## src/rtl/ev20_fetch_pkg.sv

```systemverilog
// Shared types and constants for the ev20 instruction fetch unit.
// The optional fetch timeout is enabled with EV20_FETCH_TIMEOUT_EN.
package ev20_fetch_pkg;
    localparam int DEF_ADDR_W    = 11;
    localparam int DEF_DATA_W    = 16;
    localparam int TIMEOUT_LIMIT = 255;
    localparam int WAIT_W        = 8;

    typedef enum logic [1:0] {
        ST_IDLE = 2'd0,
        ST_REQ  = 2'd1,
        ST_ADV  = 2'd2
    } state_e;
endpackage

```

## src/rtl/ev20_fetch_unit_if.sv

```systemverilog
// Fetch unit bus: PC counter control, program-memory read port and decoder handshake.
// Master is the fetch unit; slave is the surrounding core/memory/decoder.
interface ev20_fetch_unit_if #(
    parameter int ADDR_W = ev20_fetch_pkg::DEF_ADDR_W,
    parameter int DATA_W = ev20_fetch_pkg::DEF_DATA_W
) ();
    logic [ADDR_W-1:0] pc;
    logic              pc_adv;
    logic              branch;
    logic              mem_req;
    logic [ADDR_W-1:0] mem_addr;
    logic              mem_ack;
    logic [DATA_W-1:0] mem_rdata;
    logic              ins_valid;
    logic              ins_ready;
    logic [DATA_W-1:0] ins_data;
    logic [ADDR_W-1:0] ins_pc;

    modport master (
        input  pc, branch, mem_ack, mem_rdata, ins_ready,
        output pc_adv, mem_req, mem_addr, ins_valid, ins_data, ins_pc
    );
    modport slave (
        output pc, branch, mem_ack, mem_rdata, ins_ready,
        input  pc_adv, mem_req, mem_addr, ins_valid, ins_data, ins_pc
    );
endinterface

```

## src/rtl/ev20_fetch_fifo.sv

```systemverilog
// Two-entry instruction buffer holding {pc, word}; flush beats push and pop.
module ev20_fetch_fifo #(
    parameter int W = 27
) (
    input  logic         clk,
    input  logic         res,
    input  logic         i_push,
    input  logic         i_pop,
    input  logic         i_flush,
    input  logic [W-1:0] i_din,
    output logic         o_valid,
    output logic [W-1:0] o_head,
    output logic [1:0]   o_count
);
    logic [1:0][W-1:0] r_mem;
    logic              r_wr_ptr;
    logic              r_rd_ptr;
    logic [1:0]        r_count;
    logic              w_pop;

    assign w_pop = i_pop && (r_count != 2'd0);

    always_ff @(posedge clk or posedge res) begin
        if (res) begin
            r_mem    <= '0;
            r_wr_ptr <= 1'b0;
            r_rd_ptr <= 1'b0;
            r_count  <= 2'd0;
        end else if (i_flush) begin
            r_wr_ptr <= 1'b0;
            r_rd_ptr <= 1'b0;
            r_count  <= 2'd0;
        end else begin
            if (i_push) begin
                r_mem[r_wr_ptr] <= i_din;
                r_wr_ptr        <= ~r_wr_ptr;
            end
            if (w_pop)
                r_rd_ptr <= ~r_rd_ptr;
            r_count <= r_count + {1'b0, i_push} - {1'b0, w_pop};
        end
    end

    assign o_valid = (r_count != 2'd0);
    assign o_head  = r_mem[r_rd_ptr];
    assign o_count = r_count;
endmodule

```

## src/rtl/ev20_fetch_unit.sv

```systemverilog
// Instruction fetch FSM (IDLE -> REQ -> ADV) feeding a 2-entry buffer toward the decoder.
// EV20_FETCH_TIMEOUT_EN adds a REQ wait counter and a sticky fetch_err output.
module ev20_fetch_unit
    import ev20_fetch_pkg::*;
#(
    parameter int ADDR_W = DEF_ADDR_W,
    parameter int DATA_W = DEF_DATA_W,
    parameter int DEPTH  = 2
) (
    input  logic                clk,
    input  logic                res,
    ev20_fetch_unit_if.master   bus
`ifdef EV20_FETCH_TIMEOUT_EN
    ,
    output logic                fetch_err
`endif
);
    localparam logic [1:0] FULL_CNT = 2'(DEPTH);

    state_e                     r_state;
    state_e                     w_next;
    logic [ADDR_W-1:0]          r_mem_addr;
    logic                       r_discard;
    logic                       w_issue;
    logic                       w_push;
    logic                       w_done;
    logic                       w_set_discard;
    logic                       w_timeout;
    logic                       w_fifo_valid;
    logic [ADDR_W+DATA_W-1:0]   w_head;
    logic [1:0]                 w_count;

`ifdef EV20_FETCH_TIMEOUT_EN
    logic [WAIT_W-1:0]          r_wait;
    logic                       r_fetch_err;

    assign w_timeout = (r_state == ST_REQ) && !bus.mem_ack &&
                       (r_wait == WAIT_W'(TIMEOUT_LIMIT - 1));

    always_ff @(posedge clk or posedge res) begin
        if (res) begin
            r_wait      <= '0;
            r_fetch_err <= 1'b0;
        end else begin
            if (w_issue)
                r_wait <= '0;
            else if (r_state == ST_REQ)
                r_wait <= r_wait + 1'b1;
            if (w_timeout)
                r_fetch_err <= 1'b1;
        end
    end

    assign fetch_err = r_fetch_err;
`else
    assign w_timeout = 1'b0;
`endif

    always_ff @(posedge clk or posedge res) begin
        if (res) r_state <= ST_IDLE;
        else     r_state <= w_next;
    end

    always_comb begin
        w_next        = r_state;
        w_issue       = 1'b0;
        w_push        = 1'b0;
        w_done        = 1'b0;
        w_set_discard = 1'b0;
        case (r_state)
            ST_IDLE: begin
                if (!bus.branch && (w_count < FULL_CNT)) begin
                    w_issue = 1'b1;
                    w_next  = ST_REQ;
                end
            end
            ST_REQ: begin
                // A redirect seen now or earlier turns the pending read into a dead one.
                if (bus.mem_ack) begin
                    w_done = 1'b1;
                    if (r_discard || bus.branch) begin
                        w_next = ST_IDLE;
                    end else begin
                        w_push = 1'b1;
                        w_next = ST_ADV;
                    end
                end else if (w_timeout) begin
                    w_done = 1'b1;
                    w_next = ST_IDLE;
                end else if (bus.branch) begin
                    w_set_discard = 1'b1;
                end
            end
            ST_ADV:  w_next = ST_IDLE;
            default: w_next = ST_IDLE;
        endcase
    end

    always_ff @(posedge clk or posedge res) begin
        if (res) begin
            r_mem_addr <= '0;
            r_discard  <= 1'b0;
        end else begin
            if (w_issue)
                r_mem_addr <= bus.pc;
            if (w_done)
                r_discard <= 1'b0;
            else if (w_set_discard)
                r_discard <= 1'b1;
        end
    end

    assign bus.mem_req  = (r_state == ST_REQ);
    assign bus.mem_addr = r_mem_addr;
    assign bus.pc_adv   = (r_state == ST_ADV);

    ev20_fetch_fifo #(.W(ADDR_W + DATA_W)) u_fifo (
        .clk     (clk),
        .res     (res),
        .i_push  (w_push),
        .i_pop   (bus.ins_valid && bus.ins_ready),
        .i_flush (bus.branch),
        .i_din   ({r_mem_addr, bus.mem_rdata}),
        .o_valid (w_fifo_valid),
        .o_head  (w_head),
        .o_count (w_count)
    );

    assign bus.ins_valid = w_fifo_valid;
    assign bus.ins_pc    = w_fifo_valid ? w_head[ADDR_W+DATA_W-1:DATA_W] : '0;
    assign bus.ins_data  = w_fifo_valid ? w_head[DATA_W-1:0] : '0;
endmodule

```

## src/flat_wrapper.sv

```systemverilog
// flat-port wrapper written by rule: the top's interface ports become plain ports
module ev20_fetch_unit_flat import ev20_fetch_pkg::*;
#(
    parameter int ADDR_W = DEF_ADDR_W,
    parameter int DATA_W = DEF_DATA_W,
    parameter int DEPTH  = 2
)
  (clk, res, bus_pc, bus_branch, bus_mem_ack, bus_mem_rdata, bus_ins_ready, bus_pc_adv, bus_mem_req, bus_mem_addr, bus_ins_valid, bus_ins_data, bus_ins_pc);
  ev20_fetch_unit_if #(.ADDR_W(ADDR_W), .DATA_W(DATA_W)) bus_i ();
  input  logic clk;
  input  logic res;
  input wire logic [$bits(bus_i.pc)-1:0] bus_pc;
  input wire logic [$bits(bus_i.branch)-1:0] bus_branch;
  input wire logic [$bits(bus_i.mem_ack)-1:0] bus_mem_ack;
  input wire logic [$bits(bus_i.mem_rdata)-1:0] bus_mem_rdata;
  input wire logic [$bits(bus_i.ins_ready)-1:0] bus_ins_ready;
  output wire logic [$bits(bus_i.pc_adv)-1:0] bus_pc_adv;
  output wire logic [$bits(bus_i.mem_req)-1:0] bus_mem_req;
  output wire logic [$bits(bus_i.mem_addr)-1:0] bus_mem_addr;
  output wire logic [$bits(bus_i.ins_valid)-1:0] bus_ins_valid;
  output wire logic [$bits(bus_i.ins_data)-1:0] bus_ins_data;
  output wire logic [$bits(bus_i.ins_pc)-1:0] bus_ins_pc;
  assign bus_i.pc = bus_pc;
  assign bus_i.branch = bus_branch;
  assign bus_i.mem_ack = bus_mem_ack;
  assign bus_i.mem_rdata = bus_mem_rdata;
  assign bus_i.ins_ready = bus_ins_ready;
  assign bus_pc_adv = bus_i.pc_adv;
  assign bus_mem_req = bus_i.mem_req;
  assign bus_mem_addr = bus_i.mem_addr;
  assign bus_ins_valid = bus_i.ins_valid;
  assign bus_ins_data = bus_i.ins_data;
  assign bus_ins_pc = bus_i.ins_pc;
  ev20_fetch_unit #(.ADDR_W(ADDR_W), .DATA_W(DATA_W), .DEPTH(DEPTH)) u_core (.clk(clk), .res(res), .bus(bus_i));
endmodule
```

## config.mk

```make
export PLATFORM = sky130hd
export DESIGN_NAME = ev20_fetch_unit_flat
export DESIGN_NICKNAME = d
export VERILOG_FILES = /design/src/rtl/ev20_fetch_pkg.sv /design/src/rtl/ev20_fetch_unit_if.sv /design/src/rtl/ev20_fetch_fifo.sv /design/src/rtl/ev20_fetch_unit.sv /design/src/flat_wrapper.sv
export SDC_FILE = /design/constraint.sdc
export NUM_CORES = 1
export LEC_CHECK = 0
export CAP_MARGIN = 20
export CORE_MARGIN = 4
export CORE_UTILIZATION = 29
export CTS_CLUSTER_SIZE = 16
export DETAILED_ROUTE_END_ITERATION = 12
export GPL_TIMING_DRIVEN = 0
export PLACE_DENSITY_LB_ADDON = 0.1
export SLEW_MARGIN = 40
export SYNTH_ARGS = -nofsm -noshare
export SYNTH_HDL_FRONTEND = slang
export SYNTH_SLANG_ARGS = --single-unit
export TNS_END_PERCENT = 20
```

## constraint.sdc

```tcl
create_clock -name clk -period 2.2 [get_ports clk]
set_clock_uncertainty 0.05 [all_clocks]
set_input_delay 0.44 -clock clk [delete_from_list [all_inputs] [get_ports clk]]
set_output_delay 0.44 -clock clk [all_outputs]
set_load 0.02 [all_outputs]
```

==> metrics.txt, run 1 <==
# TYPE chip_impl_metric gauge
chip_impl_info{name="status",value="finished, final reports clean"} 1
chip_impl_metric{name="holdBufCountCts",unit=""} 0
chip_impl_metric{name="placed_cells_incl_taps",unit=""} 447
chip_impl_metric{name="pwr-share-clk",unit="%"} 22.8
chip_impl_metric{name="worst_slew_margin_rel",unit="%"} 73.0
chip_impl_metric{name="place_hpwl",unit="um"} 5090
chip_impl_metric{name="layout_worst_path_cycle_share",unit="%"} 96.5
chip_impl_info{name="cp_common_cell",value="sky130_fd_sc_hd__buf_6"} 1
chip_impl_metric{name="placement_rows",unit=""} 38
chip_impl_info{name="synth_top_cells_by_area",value="sky130_fd_sc_hd__dfrtp_1 (55%), sky130_fd_sc_hd__mux2_2 (15%), sky130_fd_sc_hd__mux2_4 (9.2%), sky130_fd_sc_hd__mux2i_1 (8.2%), sky130_fd_sc_hd__nor2_1 (3.5%)"} 1
chip_impl_metric{name="gr-usage-all-layers",unit="%"} 11.7
chip_impl_metric{name="htree_num_levels",unit=""} 3
chip_impl_metric{name="syn_area",unit="um2"} 3280
chip_impl_metric{name="synth_fp_nets",unit=""} 266
chip_impl_metric{name="die_y",unit="um"} 114
chip_impl_metric{name="routabilityCongestion",unit=""} 0.678
chip_impl_metric{name="grt_start_max_net_pins",unit=""} 24
chip_impl_metric{name="finish.cell_count_without_fillers",unit=""} 464
chip_impl_info{name="critical_path.cell_chain",value="buf_6 > buf_6 > mux2i_1 > nor2_1 > dlygate4sd2_1"} 1
chip_impl_metric{name="maxClockFrequency",unit="MHz"} 471
chip_impl_metric{name="ys_ff_latch",unit=""} 72
chip_impl_metric{name="wirelength",unit="um"} 7190
chip_impl_metric{name="fp.coreArea",unit="um2"} 10900
chip_impl_info{name="slowest_stage_cell_crit_path",value="sky130_fd_sc_hd__dfrtp_1"} 1
chip_impl_metric{name="post_dp_cell_area",unit="um2"} 4250
chip_impl_info{name="clockRootBuffer",value="sky130_fd_sc_hd__clkbuf_16"} 1
chip_impl_info{name="rsz_0062_raised_after_global_routing",value="yes"} 1
chip_impl_metric{name="finalPower",unit="uW"} 6310
chip_impl_info{name="worstSetupPathType",value="register to output port"} 1
chip_impl_metric{name="area_of_the_multi_input_gates",unit="um2"} 1360
chip_impl_info{name="hold_path_class",value="primary input to async pin"} 1
chip_impl_metric{name="grt_antenna_before_repair",unit=""} 0
chip_impl_metric{name="layout.nets",unit=""} 353
chip_impl_metric{name="part_of_the_total_power_dissipated_in_combinational_logic",unit="%"} 40.7
chip_impl_metric{name="detail_route.drc_violations",unit=""} 0
chip_impl_metric{name="antenna_cells",unit=""} 0
chip_impl_metric{name="sequential_element_share_of_the_synthesized_area",unit="%"} 54.9
chip_impl_info{name="cell_type_group_with_the_largest_total_delay_on_the_critical_path",value="buffers and inverters"} 1
chip_impl_metric{name="combined_buffer_and_inverter_count_along_the_critical_path",unit=""} 3
chip_impl_info{name="clock_tree_from_tritoncts",value="yes"} 1
chip_impl_metric{name="remaining_antenna_violation_count",unit=""} 0
chip_impl_metric{name="maxSlewViolCount",unit=""} 0
chip_impl_info{name="synthDominantAreaCellType",value="sky130_fd_sc_hd__dfrtp_1"} 1
chip_impl_metric{name="synthesized_area_divided_by_synthesized_cell_count",unit="um2"} 14.1
chip_impl_metric{name="final_layout_size_suffix_gt1_share",unit="%"} 31.5
chip_impl_metric{name="count_of_vias_placed_by_the_detailed_router",unit=""} 2070
chip_impl_metric{name="drv_cap",unit=""} 0
chip_impl_metric{name="cts_inserted_buffers",unit=""} 9
chip_impl_metric{name="setup_viol_count_final",unit=""} 0
chip_impl_metric{name="worst_setup_hold_path_clk_slew",unit="ns"} 0.06
chip_impl_metric{name="drt_first_pass_iters",unit=""} 4
chip_impl_metric{name="layout.cell_area.non_filler",unit="um2"} 4570
chip_impl_metric{name="post_drt_via_cell_ratio",unit=""} 4.46
chip_impl_metric{name="boundaryPins",unit=""} 73
chip_impl_metric{name="ff_latch_area",unit="um2"} 1800
chip_impl_metric{name="first_global_vias",unit=""} 2222
chip_impl_metric{name="floorplan.die.width",unit="um"} 114
chip_impl_metric{name="area_growth_syn_to_layout",unit="%"} 39.3
chip_impl_info{name="crit_path_start_kind",value="register"} 1
chip_impl_metric{name="critPathMaxStageDelay",unit="ns"} 0.34
chip_impl_metric{name="clock_latency",unit="ns"} 0.32
chip_impl_metric{name="slew_at_the_pin_closest_to_its_max_slew_limit",unit="ns"} 0.405
chip_impl_metric{name="power_frac_seq",unit="%"} 36.4
chip_impl_metric{name="critPathArrivalTime",unit="ns"} 1.63
chip_impl_metric{name="cts.path.max_buffers",unit=""} 2
chip_impl_metric{name="grt-ovfl-total",unit=""} 0
chip_impl_metric{name="cts.sinks",unit=""} 72
chip_impl_metric{name="power_leakage",unit="uW"} 0.00216
chip_impl_metric{name="internal_power",unit="uW"} 4190
chip_impl_metric{name="drt_iter0_drc",unit=""} 61
chip_impl_metric{name="ys_types",unit=""} 23
chip_impl_metric{name="routed_wire_length_per_instance",unit="um"} 15.5
chip_impl_metric{name="critical_path_peak_fanout",unit=""} 10
chip_impl_metric{name="filler_cell_count",unit=""} 1068
chip_impl_metric{name="final-hold-violation-count",unit=""} 0
chip_impl_metric{name="power.ir.vdd_worst",unit="mV"} 0.478
chip_impl_metric{name="postSynthCellCount",unit=""} 232
chip_impl_metric{name="die_area",unit="um2"} 13100
chip_impl_metric{name="regToRegSetupSlack",unit="ns"} 0.50
chip_impl_metric{name="netSwitchingPower",unit="uW"} 2130
chip_impl_metric{name="crit_required",unit="ns"} 1.71
chip_impl_metric{name="power.share.switching",unit="%"} 33.7
chip_impl_metric{name="fin_crit",unit="ns"} 2.12
chip_impl_info{name="end_kind",value="output port"} 1
chip_impl_metric{name="yosysWarningCount",unit=""} 0
chip_impl_metric{name="portBuffers",unit=""} 72
chip_impl_metric{name="synth_top_cell_area_share",unit="%"} 54.9
chip_impl_metric{name="initial_core_utilization",unit="%"} 30.0
chip_impl_metric{name="grt_pass1_wl",unit="um"} 11900
chip_impl_metric{name="power.density",unit="nW/um2"} 1380
[flip-flops by register name, summed over array words and instances, names as in the netlist]
name                    cells
u_core.u_fifo.r_mem        54
u_core.bus.mem_addr        11
u_core.r_state              2
u_core.u_fifo.o_count       2
u_core.r_discard            1
u_core.u_fifo.r_rd_ptr      1
u_core.u_fifo.r_wr_ptr      1
[worst register-to-register path, cell delays in order, from the launching register on]
cell	delay (ns)
sky130_fd_sc_hd__dfrtp_1	0.41
sky130_fd_sc_hd__nor4_2	0.40
sky130_fd_sc_hd__buf_2	0.36
sky130_fd_sc_hd__mux2_2	0.37
[through the flow]
step                worst slack [ns]  setup TNS (ns)  utilization, %  hold slack (ns)
finish                        0.0761               0            41.8            0.413
global route                 -0.0298         -0.0719            41.8            0.439
CTS                           0.0165               0            41.7            0.412
detailed placement            -0.645          -17.43            38.9            0.441
global placement              -0.676          -24.18            38.2            0.434
floorplan                      0.480               0               -            0.408
[placed cells by master (no fill, tap or decap), types with 2 or more instances in the layout]
cell type / instances
sky130_fd_sc_hd__ha_1: 2
sky130_fd_sc_hd__xor2_1: 2
sky130_fd_sc_hd__buf_4: 2
sky130_fd_sc_hd__clkinvlp_4: 4
sky130_fd_sc_hd__clkinv_4: 2
sky130_fd_sc_hd__mux2i_1: 27
sky130_fd_sc_hd__mux2_2: 45
sky130_fd_sc_hd__clkbuf_16: 9
sky130_fd_sc_hd__o21ai_0: 2
sky130_fd_sc_hd__a21oi_1: 2
sky130_fd_sc_hd__nor2_1: 30
sky130_fd_sc_hd__dfrtp_1: 71
sky130_fd_sc_hd__nor2b_1: 3
sky130_fd_sc_hd__buf_16: 2
sky130_fd_sc_hd__dlygate4sd2_1: 28
sky130_fd_sc_hd__inv_1: 5
sky130_fd_sc_hd__buf_6: 5
sky130_fd_sc_hd__clkdlybuf4s50_1: 44
sky130_fd_sc_hd__buf_12: 3
sky130_fd_sc_hd__mux2_4: 20
[power by group through the flow]
| stage | clock (uW) | sequential, uW | combinational [uW] |
|---|---|---|---|
| 2_1_floorplan | 0 | 2330 | 1610 |
| 3_3_place_gp | 0 | 2300 | 2640 |
| 3_5_place_dp | 0 | 2310 | 2670 |
| 4_1_cts | 1480 | 2310 | 2630 |
| 5_1_grt | 1540 | 2380 | 2810 |
| 6_report | 1440 | 2300 | 2570 |
[final timing paths]
path / start / end / cells after the start
max in group asynchronous: res / u_core.u_fifo.r_mem[25] / 3
worst min register to register: u_core.r_discard / u_core.r_state[1] / 1
min in group clk: u_core.r_discard / u_core.r_state[1] / 1
worst min-delay path: res / u_core.u_fifo.r_mem[36] / 2
worst max-delay path: u_core.u_fifo.r_rd_ptr / bus_ins_data[1] / 5
worst max register to register: u_core.r_state[0] / u_core.bus.mem_addr[0] / 3
[cell type report]
| class | count | area share [%] |
|---|---|---|
| Buffer | 11 | 2.88 |
| Clock buffer | 10 | 5.01 |
| Clock inverter | 6 | 1.53 |
| Inverter | 6 | 0.575 |
| Multi-Input combinational cell | 143 | 29.9 |
| Sequential cell | 72 | 39.5 |
| Tap cell | 140 | 3.84 |
| Timing Repair Buffer | 76 | 16.8 |
[per-layer routing]
layer | GRT usage, % | up-vias | share of wire (%)
li1 | - | 975 | -
met1 | 16.5 | 1040 | 50
met2 | 17.5 | 51 | 45
met3 | 3.75 | 4 | 4.8
met4 | 2.61 | 0 | 0.78
met5 | 0 | - | 0
[cell families (layout without fill, tap and decap cells)]
group / Yosys count / after routing / share of synthesized area, %
DFF: 72 / 72 / 54.9
xor gates and xnor gates: 3 / 3 / 0.801
AOI/OAI and AO/OA: 5 / 5 / 0.839
and+or+nand+nor: 41 / 41 / 6.03
buffers and inverters: 17 / 109 / 3.78
adders and majority gates: 2 / 2 / 0.763
muxes: 92 / 92 / 32.9
[cell usage after synthesis, drive strengths merged]
cell type   n
clkbuf      2
mux2i      27
ha          2
mux2       65
nor4        1
nor2       31
xor2        2
nand3b      1
inv         6
and4bb      1
o21ai       2
nand2       1
dfrtp      72
xnor2       1
a21oi       2
buf         9
nand2b      1
a21o        1
and2b       1
nor2b       4
[repair_timing]
| action | 4_1_cts | 5_1_grt |
|---|---|---|
| setup endpoints to repair | 28 | 12 |
| gates resized for setup | 42 | 2 |
| pin swaps | 1 | 0 |
| buffers inserted | 1 | 0 |
(Power assumes the default switching activity.)
==> run 2, diff against run 1 <==
CORE_MARGIN = 3   (was 4)
clock period = 2.7 ns   (was 2.2 ns; I/O delays follow)
==> run 2 against run 1 <==
Net effect: sequential power decreased by 19%; largest cell class unchanged; first-iteration DRC count decreased by 13%; die area decreased by 3.5%; register-to-register slack improved by 0.36 ns; count of clock-buffer cells in the layout unchanged; largest power group unchanged; critical path depth unchanged; sequential cell count unchanged; clock power decreased by 18%; sequential share of layout area increased by 0.11 points; wire length decreased by 0.13%; core utilization decreased by 0.15 points; setup slack improved by 0.056 ns.
==> metrics.txt, run 2 (synthesis gave the netlist of run 1 again) <==
# TYPE chip_impl_metric gauge
chip_impl_metric{name="filler_cell_count",unit=""} 1078
chip_impl_metric{name="grt_antenna_before_repair",unit=""} 0
chip_impl_info{name="slowest_stage_cell_crit_path",value="sky130_fd_sc_hd__clkdlybuf4s50_1"} 1
chip_impl_metric{name="floorplan.die.width",unit="um"} 112
chip_impl_metric{name="initial_core_utilization",unit="%"} 30.0
chip_impl_metric{name="portBuffers",unit=""} 72
chip_impl_info{name="layout_common_cells",value="sky130_fd_sc_hd__clkdlybuf4s50_1 (72), sky130_fd_sc_hd__dfrtp_1 (72), sky130_fd_sc_hd__mux2_2 (45)"} 1
chip_impl_metric{name="finalPower",unit="uW"} 5240
chip_impl_metric{name="grt_start_max_net_pins",unit=""} 44
chip_impl_info{name="timing.rr.end",value="u_core.bus.mem_addr[10]"} 1
chip_impl_metric{name="crit_required",unit="ns"} 2.11
chip_impl_info{name="cell_type_group_with_the_largest_total_delay_on_the_critical_path",value="buffers and inverters"} 1
chip_impl_metric{name="power.ir.vdd_worst",unit="mV"} 0.411
chip_impl_metric{name="placement_rows",unit=""} 38
chip_impl_metric{name="power.density",unit="nW/um2"} 1150
chip_impl_metric{name="grt_pass1_wl",unit="um"} 11800
chip_impl_metric{name="regToRegSetupSlack",unit="ns"} 0.86
chip_impl_metric{name="drt_first_pass_iters",unit=""} 4
chip_impl_metric{name="worst_slew_margin_rel",unit="%"} 66.8
chip_impl_metric{name="layout.nets",unit=""} 353
chip_impl_info{name="rsz_0062_raised_after_global_routing",value="no"} 1
chip_impl_metric{name="remaining_antenna_violation_count",unit=""} 0
chip_impl_metric{name="drt_iter0_drc",unit=""} 53
chip_impl_metric{name="largest_reg_flops",unit=""} 54
chip_impl_metric{name="count_of_vias_placed_by_the_detailed_router",unit=""} 2072
chip_impl_metric{name="placed_cells_incl_taps",unit=""} 445
chip_impl_metric{name="postLayoutCoreUtil",unit="%"} 41.6
chip_impl_metric{name="final-hold-violation-count",unit=""} 0
chip_impl_info{name="regToRegStartpoint",value="u_core.r_state[0]"} 1
chip_impl_metric{name="fin_crit",unit="ns"} 2.57
chip_impl_metric{name="final_layout_size_suffix_gt1_share",unit="%"} 31.0
chip_impl_metric{name="fp.coreArea",unit="um2"} 10900
chip_impl_metric{name="maxClockFrequency",unit="MHz"} 389
chip_impl_metric{name="reg2reg_depth",unit=""} 3
chip_impl_info{name="hold_path_class",value="register to register"} 1
chip_impl_metric{name="die_area",unit="um2"} 12600
chip_impl_metric{name="clock_latency",unit="ns"} 0.33
chip_impl_metric{name="critPathArrivalTime",unit="ns"} 1.98
chip_impl_metric{name="area_growth_syn_to_layout",unit="%"} 38.8
chip_impl_metric{name="power_leakage",unit="uW"} 0.00202
chip_impl_metric{name="antenna_cells",unit=""} 0
chip_impl_metric{name="critPathMaxStageDelay",unit="ns"} 0.62
chip_impl_metric{name="htree_num_levels",unit=""} 3
chip_impl_info{name="max_flop_register",value="u_core.u_fifo.r_mem"} 1
chip_impl_metric{name="wirelength",unit="um"} 7180
chip_impl_info{name="status",value="finished, final reports clean"} 1
chip_impl_metric{name="cts.path.max_buffers",unit=""} 2
chip_impl_info{name="end_kind",value="output port"} 1
chip_impl_metric{name="finish.cell_count_without_fillers",unit=""} 463
chip_impl_metric{name="layout_worst_path_cycle_share",unit="%"} 95.1
chip_impl_metric{name="cts.sinks",unit=""} 72
chip_impl_info{name="clock_tree_from_tritoncts",value="yes"} 1
chip_impl_info{name="crit_path_start_kind",value="register"} 1
chip_impl_info{name="hold_path_startpoint",value="u_core.u_fifo.r_mem[16]"} 1
chip_impl_metric{name="gr-usage-all-layers",unit="%"} 12.1
chip_impl_info{name="critical_path.cell_chain",value="buf_4 > buf_4 > mux2i_1 > nor2_1 > clkdlybuf4s50_1"} 1
chip_impl_metric{name="holdBufCountCts",unit=""} 0
chip_impl_info{name="worstSetupPathType",value="register to output port"} 1
chip_impl_metric{name="grt-ovfl-total",unit=""} 0
chip_impl_info{name="whs_endpoint",value="u_core.u_fifo.r_mem[16]"} 1
chip_impl_metric{name="routed_wire_length_per_instance",unit="um"} 15.5
chip_impl_metric{name="slew_at_the_pin_closest_to_its_max_slew_limit",unit="ns"} 0.494
chip_impl_metric{name="combined_buffer_and_inverter_count_along_the_critical_path",unit=""} 3
chip_impl_metric{name="cts_inserted_buffers",unit=""} 9
chip_impl_metric{name="place_hpwl",unit="um"} 4850
chip_impl_info{name="cp_common_cell",value="sky130_fd_sc_hd__buf_4"} 1
chip_impl_metric{name="drv_cap",unit=""} 0
chip_impl_info{name="clockRootBuffer",value="sky130_fd_sc_hd__clkbuf_16"} 1
chip_impl_metric{name="critical_path_peak_fanout",unit=""} 10
chip_impl_metric{name="boundaryPins",unit=""} 73
chip_impl_metric{name="worst_hold_path.num_cells",unit=""} 1
chip_impl_metric{name="maxSlewViolCount",unit=""} 0
chip_impl_metric{name="setup_viol_count_final",unit=""} 0
chip_impl_metric{name="routabilityCongestion",unit=""} 0.726
chip_impl_metric{name="detail_route.drc_violations",unit=""} 0
chip_impl_metric{name="worst_setup_hold_path_clk_slew",unit="ns"} 0.06
chip_impl_metric{name="die_y",unit="um"} 112
chip_impl_metric{name="first_global_vias",unit=""} 2248
chip_impl_metric{name="post_drt_via_cell_ratio",unit=""} 4.48
[run 2: changes by cell type in the layout (fill, tap and decap cells not counted), moves of 2 or more]
cell	delta
sky130_fd_sc_hd__clkdlybuf4s50_1	+28
sky130_fd_sc_hd__dlygate4sd2_1	-28
sky130_fd_sc_hd__clkinv_4	-2
sky130_fd_sc_hd__buf_4	+3
[run 2: layer usage]
metal  share of wire, %  global-route usage (%)  up-vias  wire length [um]
met5                  0                       0        -                 0
met1                 48                    16.1     1044              3460
met4                1.4                    4.33        0                99
li1                   -                       -      970                 -
met2                 45                    18.7       50              3260
met3                5.1                    3.56        8               364
[run 2: area by class of cell]
class,count,area [um2],share of cell area [%]
clock buffer,10,239,5.25
tap,140,175,3.85
multi-input combinational,143,1360,29.9
buffer,11,118,2.58
timing repair buffer,76,771,16.9
inverter,6,27.5,0.605
sequential,72,1800,39.6
clock inverter,5,57.6,1.26
[run 2: stage by stage]
stage / hold WS, ns / cell area [um2] / setup slack (ns) / TNS, ns
4_1_cts: 0.455 / 4530 / 0.0656 / 0
5_1_grt: 0.461 / 4550 / 0.0179 / 0
3_5_place_dp: 0.443 / 4210 / -0.257 / -3.43
6_report: 0.453 / 4550 / 0.132 / 0
3_3_place_gp: 0.434 / 4180 / -1.13 / -84.66
2_1_floorplan: 0.408 / 3280 / 0.285 / 0
[run 2: worst max path at each step]
| stage | endpoint | from | cells after the start |
|---|---|---|---|
| after global placement | u_core.u_fifo.o_count[0] | res | 2 |
| after CTS | bus_ins_pc[2] | u_core.u_fifo.o_count[1] | 4 |
| final | bus_ins_data[3] | u_core.u_fifo.r_rd_ptr | 5 |
| after detailed placement | bus_ins_pc[2] | u_core.u_fifo.o_count[1] | 4 |
| after floorplan | u_core.bus.mem_addr[0] | res | 1 |
| after global routing | bus_ins_data[13] | u_core.u_fifo.o_count[1] | 4 |
[run 2: repair_timing]
item                                    4_1_cts  5_1_grt
pin swaps                                     0        1
endpoints found under the setup margin       28        3
setup buffers                                 0        3
resized for setup                             9        0
[run 2: report_power, final]
part           switching, uW  internal, uW  total [uW]
clock                    447           733        1180
combinational            971          1230        2200
sequential               303          1560        1860
total                   1720          3520        5240
